**config.mk**
```make
export PLATFORM = sky130hd
export DESIGN_NAME = tick_period_monitor
export DESIGN_NICKNAME = d
export VERILOG_FILES = /design/src/rtl/tick_period_monitor.sv
export SDC_FILE = /design/constraint.sdc
export NUM_CORES = 1
export LEC_CHECK = 0
export CORE_MARGIN = 2
export CORE_UTILIZATION = 50
export DETAILED_ROUTE_END_ITERATION = 7
export PLACE_DENSITY_LB_ADDON = 0.15
export SLEW_MARGIN = 20
export SYNTH_ARGS = -nofsm -noshare
export SYNTH_HDL_FRONTEND = slang
export SYNTH_SLANG_ARGS = --single-unit
```
**constraint.sdc**
```tcl
create_clock -name Pixelclock -period 2.3 [get_ports Pixelclock]
set_clock_uncertainty 0.1 [all_clocks]
set_input_delay 0.575 -clock Pixelclock [delete_from_list [all_inputs] [get_ports Pixelclock]]
set_output_delay 0.575 -clock Pixelclock [all_outputs]
set_load 0.02 [all_outputs]
```
**src/rtl/tick_period_monitor.sv**
```systemverilog
`default_nettype none
// ============================================================================
// Module     : tick_period_monitor
// Description: Measures Pixelclock cycles between tick strobes, reports each
//              period and asserts locked after LOCK_COUNT consecutive periods
//              equal to EXPECTED. Define PERIOD_MINMAX_EN to add
//              min_period/max_period tracking.
// Revision   : 1.0  initial release
// ============================================================================
module tick_period_monitor #(
  parameter int unsigned EXPECTED   = 6250,
  parameter int unsigned CNT_W      = 16,
  parameter int unsigned LOCK_COUNT = 4
) (
  input  logic             Pixelclock,
  input  logic             reset,
  input  logic             tick,
  output logic [CNT_W-1:0] period,
  output logic             period_valid,
  output logic             overflow,
  output logic             locked
`ifdef PERIOD_MINMAX_EN
  ,
  output logic [CNT_W-1:0] min_period,
  output logic [CNT_W-1:0] max_period
`endif
);

  localparam logic [0:0]       IDLE      = 1'b0;
  localparam logic [0:0]       MEASURE   = 1'b1;
  localparam logic [CNT_W-1:0] CNT_MAX   = '1;
  localparam logic [CNT_W-1:0] EXP_C     = CNT_W'(EXPECTED);
  localparam logic [CNT_W-1:0] TIMEOUT_C = CNT_W'(EXPECTED + 1);
  localparam logic [3:0]       LOCK_C    = 4'(LOCK_COUNT);

  logic [0:0]       state;
  logic [CNT_W-1:0] cnt;
  logic             sat;
  logic [3:0]       mc;
  logic [3:0]       mc_next;
  logic             match;

  always_comb begin
    match   = (cnt == EXP_C) && !sat;
    mc_next = 4'd0;
    if (match) begin
      mc_next = (mc >= LOCK_C) ? LOCK_C : mc + 4'd1;
    end
  end

  always_ff @(posedge Pixelclock) begin
    if (reset) begin
      state        <= IDLE;
      cnt          <= '0;
      sat          <= 1'b0;
      mc           <= 4'd0;
      period       <= '0;
      period_valid <= 1'b0;
      overflow     <= 1'b0;
      locked       <= 1'b0;
    end else begin
      period_valid <= 1'b0;
      case (state)
        IDLE: begin
          if (tick) begin
            state <= MEASURE;
            cnt   <= CNT_W'(1);
            sat   <= 1'b0;
          end
        end
        default: begin
          if (tick) begin
            period       <= cnt;
            overflow     <= sat;
            period_valid <= 1'b1;
            cnt          <= CNT_W'(1);
            sat          <= 1'b0;
            mc           <= mc_next;
            locked       <= (mc_next == LOCK_C);
          end else begin
            // sat marks the count as clipped as soon as it reaches all-ones
            if (cnt != CNT_MAX) begin
              cnt <= cnt + CNT_W'(1);
            end
            if (cnt >= CNT_MAX - CNT_W'(1)) begin
              sat <= 1'b1;
            end
            if (cnt == TIMEOUT_C) begin
              mc     <= 4'd0;
              locked <= 1'b0;
            end
          end
        end
      endcase
    end
  end

`ifdef PERIOD_MINMAX_EN
  always_ff @(posedge Pixelclock) begin
    if (reset) begin
      min_period <= '1;
      max_period <= '0;
    end else if (state == MEASURE && tick) begin
      if (sat) begin
        max_period <= '1;
      end else begin
        if (cnt < min_period) min_period <= cnt;
        if (cnt > max_period) max_period <= cnt;
      end
    end
  end
`endif

endmodule
`default_nettype wire

```
==> flow_metrics.py <==
metrics = {
    "routing": {
        "avgRoutedWirePerCell_um": 15.37,
        "drtIter0Drc": 89,
        "via_per_inst": 5.818,
        "wirelength_mm": 4.474,
        "num_vias": 1693,
        "drt-pass1-iter-count": 4,
        "remaining_drc_errors": 0,
        "drt.antenna.violating_nets": 0,
    },
    "clock_tree": {
        "post_cts_buffers": 0,
        "path_clk_slew_ns": 0.07,
        "cts-hold-fix-buffers": 0,
        "clock_sinks": 41,
        "clockRootBuffer": "clkbuf_8",
        "cts_buffer_depth": 2,
        "clk_latency_ns": 0.29,
        "cts_buffers": 5,
        "postCtsResizedCells": 0,
        "cts_tree": "done",
        "htreeDepth": 2,
    },
    "critical_path": {
        "crit_path_end_kind": "register",
        "cp.depth": 5,
        "worst-path-max-fanout": 7,
        "reg2reg_depth": 5,
        "critPathBufInv": 0,
        "worstSetupPathType": "reg2reg",
        "start_kind": "register",
        "slowest_stage": "or3_4",
        "rr_startpoint": "cnt[1]$_SDFFE_PP0P_",
        "cp_top_family": "simple AND/OR/NAND/NOR gates",
        "cp.arrival_ns": 2.15,
        "crit_chain": "ha_1, nand4_1, or3_4, o311ai_1, o41ai_1",
        "startpoint": "cnt[1]$_SDFFE_PP0P_",
        "cp_data_required_time_ns": 2.36,
        "cpPeakStageDelay_ns": 0.46,
    },
    "global_routing": {
        "grt_max_degree": 20,
        "antenna_found_initial": 0,
        "gr-usage-all-layers_pct": 22.70,
        "grt_pass1_wl_mm": 7.479,
        "gr-total-overflow": 0,
        "grt_pass1_vias": 1629,
    },
    "floorplanning": {
        "ios": 22,
        "die_area_mm2": 0.004286,
        "die_width_um": 65.47,
        "initial_core_util_pct": 52.00,
        "dieHeight_um": 65.47,
        "fp-row-count": 22,
        "core_mm2": 0.003633,
    },
    "logic_synthesis": {
        "synth.distinct_cells": 51,
        "ys_async_sr_fraction_pct": 0,
        "synth_most_common_cell": "nand2_1",
        "netlist_area_mm2": 0.001889,
        "synth_largest_area_cell": "dfxtp_1",
        "ys_ff_latch": 41,
        "synth_cells": 217,
        "ys_warn_count": 0,
        "synth-edff-count": 0,
        "synth_area_per_cell_um2": 8.707,
        "synth_top_area_share_pct": 43.44,
        "synthTopCellsByArea": "dfxtp_1, nand2_1, a21oi_1",
        "synth_flop_cell": "dfxtp_1",
        "synth-seq-area-share_pct": 43.44,
        "synth_common_cells": "nand2_1, dfxtp_1, a21oi_1",
        "syn-num-nets": 223,
    },
    "timing": {
        "maxSlewHeadroom_pct": 61.11,
        "period_minus_slack_ns": 2.086,
        "setup_tns_ns": 0,
        "slew_viol_final": 0,
        "fmax_ghz": 0.4793,
        "setup_viol": 0,
        "finalHoldViolCount": 0,
        "hold_slack_ns": 0.3544,
        "post-route-period-util_pct": 90.71,
        "rsz0062_at_grt": "no",
        "tightest_slew_ns": 0.5812,
    },
    "layout": {
        "final_cell_area_mm2": 0.002233,
        "diodes": 0,
        "drive_above_1_share_pct": 11.93,
        "stdcell_count": 291,
        "nFillCells": 332,
        "finish.net_count": 248,
        "area_growth_pct": 18.21,
    },
    "place": {
        "dp_hpwl_mm": 3.278,
        "finalWeightedCongestion": 0.8974,
        "io_buffers": 21,
        "placed_cell_area_mm2": 0.002151,
        "dp.cells": 283,
    },
    "run": {
        "maxCapViolCount": 0,
    },
    "power_and_ir_drop": {
        "vdd_drop_max_v": 0.0003880,
        "clkPwrFrac_pct": 36.7,
        "p_per_area_mw_per_mm2": 550.3,
        "swShare_pct": 23.10,
        "power_frac_comb_pct": 4.7,
        "p_sw_w": 0.0002839,
        "leakagePower_nw": 0.7730,
        "p_seq_share_pct": 58.6,
        "internal-power_w": 0.0009452,
    },
    "worst_hold_path": {
        "min_path_type": "reg2reg",
        "holdPathStages": 2,
        "worstHoldStart": "period[0]$_SDFFE_PP0P_",
    },
    "status": {
        "status": "completed",
    },
}
-- layout make-up --
class,instances,area (um2),share of cell area [%]
clock inverters,2,10.01,0.4482
repair buffers,29,270.3,12.10
clock buffers,6,72.57,3.249
inverters,6,22.52,1.008
flip-flops and latches,41,820.8,36.75
well taps,48,60.06,2.689
multi-input cells,159,977.2,43.75
-- per-stage QoR --
| stage | worst slack [ns] | util (%) | power, W |
|---|---|---|---|
| global route | 0.09004 | 61.47 | 0.001276 |
| detailed placement | 0.08095 | 59.19 | 0.0007943 |
| floorplan | 0.4549 | - | 0.0007740 |
| CTS | 0.2284 | 61.47 | 0.001239 |
| finish | 0.2136 | 61.47 | 0.001229 |
| global placement | 0.1127 | 59.19 | 0.0007935 |
-- power by group through the flow --
stage          Combinational (W)  Clock, W  Sequential (W)
2_1_floorplan          0.0000384         0        0.000736
3_3_place_gp           0.0000567         0        0.000737
3_5_place_dp           0.0000573         0        0.000737
4_1_cts                0.0000575  0.000461        0.000720
5_1_grt                0.0000643  0.000490        0.000721
6_report               0.0000574  0.000451        0.000721
-- worst register-to-register path: cells and delay by family, from the launching register on --
kind / cells / cell delay [ns]
flip-flops: 1 / 0.45
AO/OA/AOI/OAI: 2 / 0.42
AND/OR/NAND/NOR: 2 / 0.67
adder cells (fa/ha/maj): 1 / 0.32
-- layer usage --
| metal | share of wire [%] | up-vias | track usage (%) | wire [um] |
|---|---|---|---|---|
| li1 | - | 847 | - | - |
| met4 | 1.5 | 0 | 9.115 | 66 |
| met1 | 46 | 801 | 28.86 | 2042 |
| met2 | 49 | 37 | 37.37 | 2188 |
| met5 | 0 | - | 0 | 0 |
| met3 | 4.0 | 8 | 4.966 | 177 |
-- final timing paths --
kind                                               end  slack, ns
worst min register to register  period[0]$_SDFFE_PP0P_       0.35
worst max register to register    cnt[12]$_SDFFE_PP0P_       0.21
worst min-delay path            period[0]$_SDFFE_PP0P_       0.35
worst max-delay path              cnt[12]$_SDFFE_PP0P_       0.21
-- layout by cell type, fill, tap and decap left out, types with 2 or more instances in the layout --
master,netlist,routed
inv_1,6,6
nor2_1,6,6
o31ai_1,4,4
o311ai_1,2,2
nand2_1,45,45
and3_2,4,4
o21ai_0,3,3
buf_4,0,8
clkinv_2,0,2
or4_1,4,4
nand3_1,6,6
nor3_1,2,2
nand4_1,5,5
clkbuf_8,0,5
mux2i_1,2,2
and2_1,4,4
a2111o_1,2,2
or3_1,5,5
ha_1,3,3
clkdlybuf4s50_1,0,21
dfxtp_1,41,41
o41ai_1,3,3
o21ai_1,3,3
and4_1,3,3
a21oi_1,28,28
-- sequential cells by signal, indices dropped and copies added, names as in the netlist --
register / flops
period: 16
mc: 4
locked: 1
cnt: 16
state: 1
overflow: 1
sat: 1
period_valid: 1
-- cells by family (layout without fill, tap and decap cells) --
group,count (synthesis),count (layout),synth area share (%)
AO/OA/AOI/OAI,56,56,19.21
multiplexers,3,3,1.656
AND/OR/NAND/NOR,97,97,28.88
adder cells (fa/ha/maj),3,3,1.987
flip-flops,41,41,43.44
buffers and inverters,17,43,4.834
Note: power is estimated with default switching activity, not from simulation.
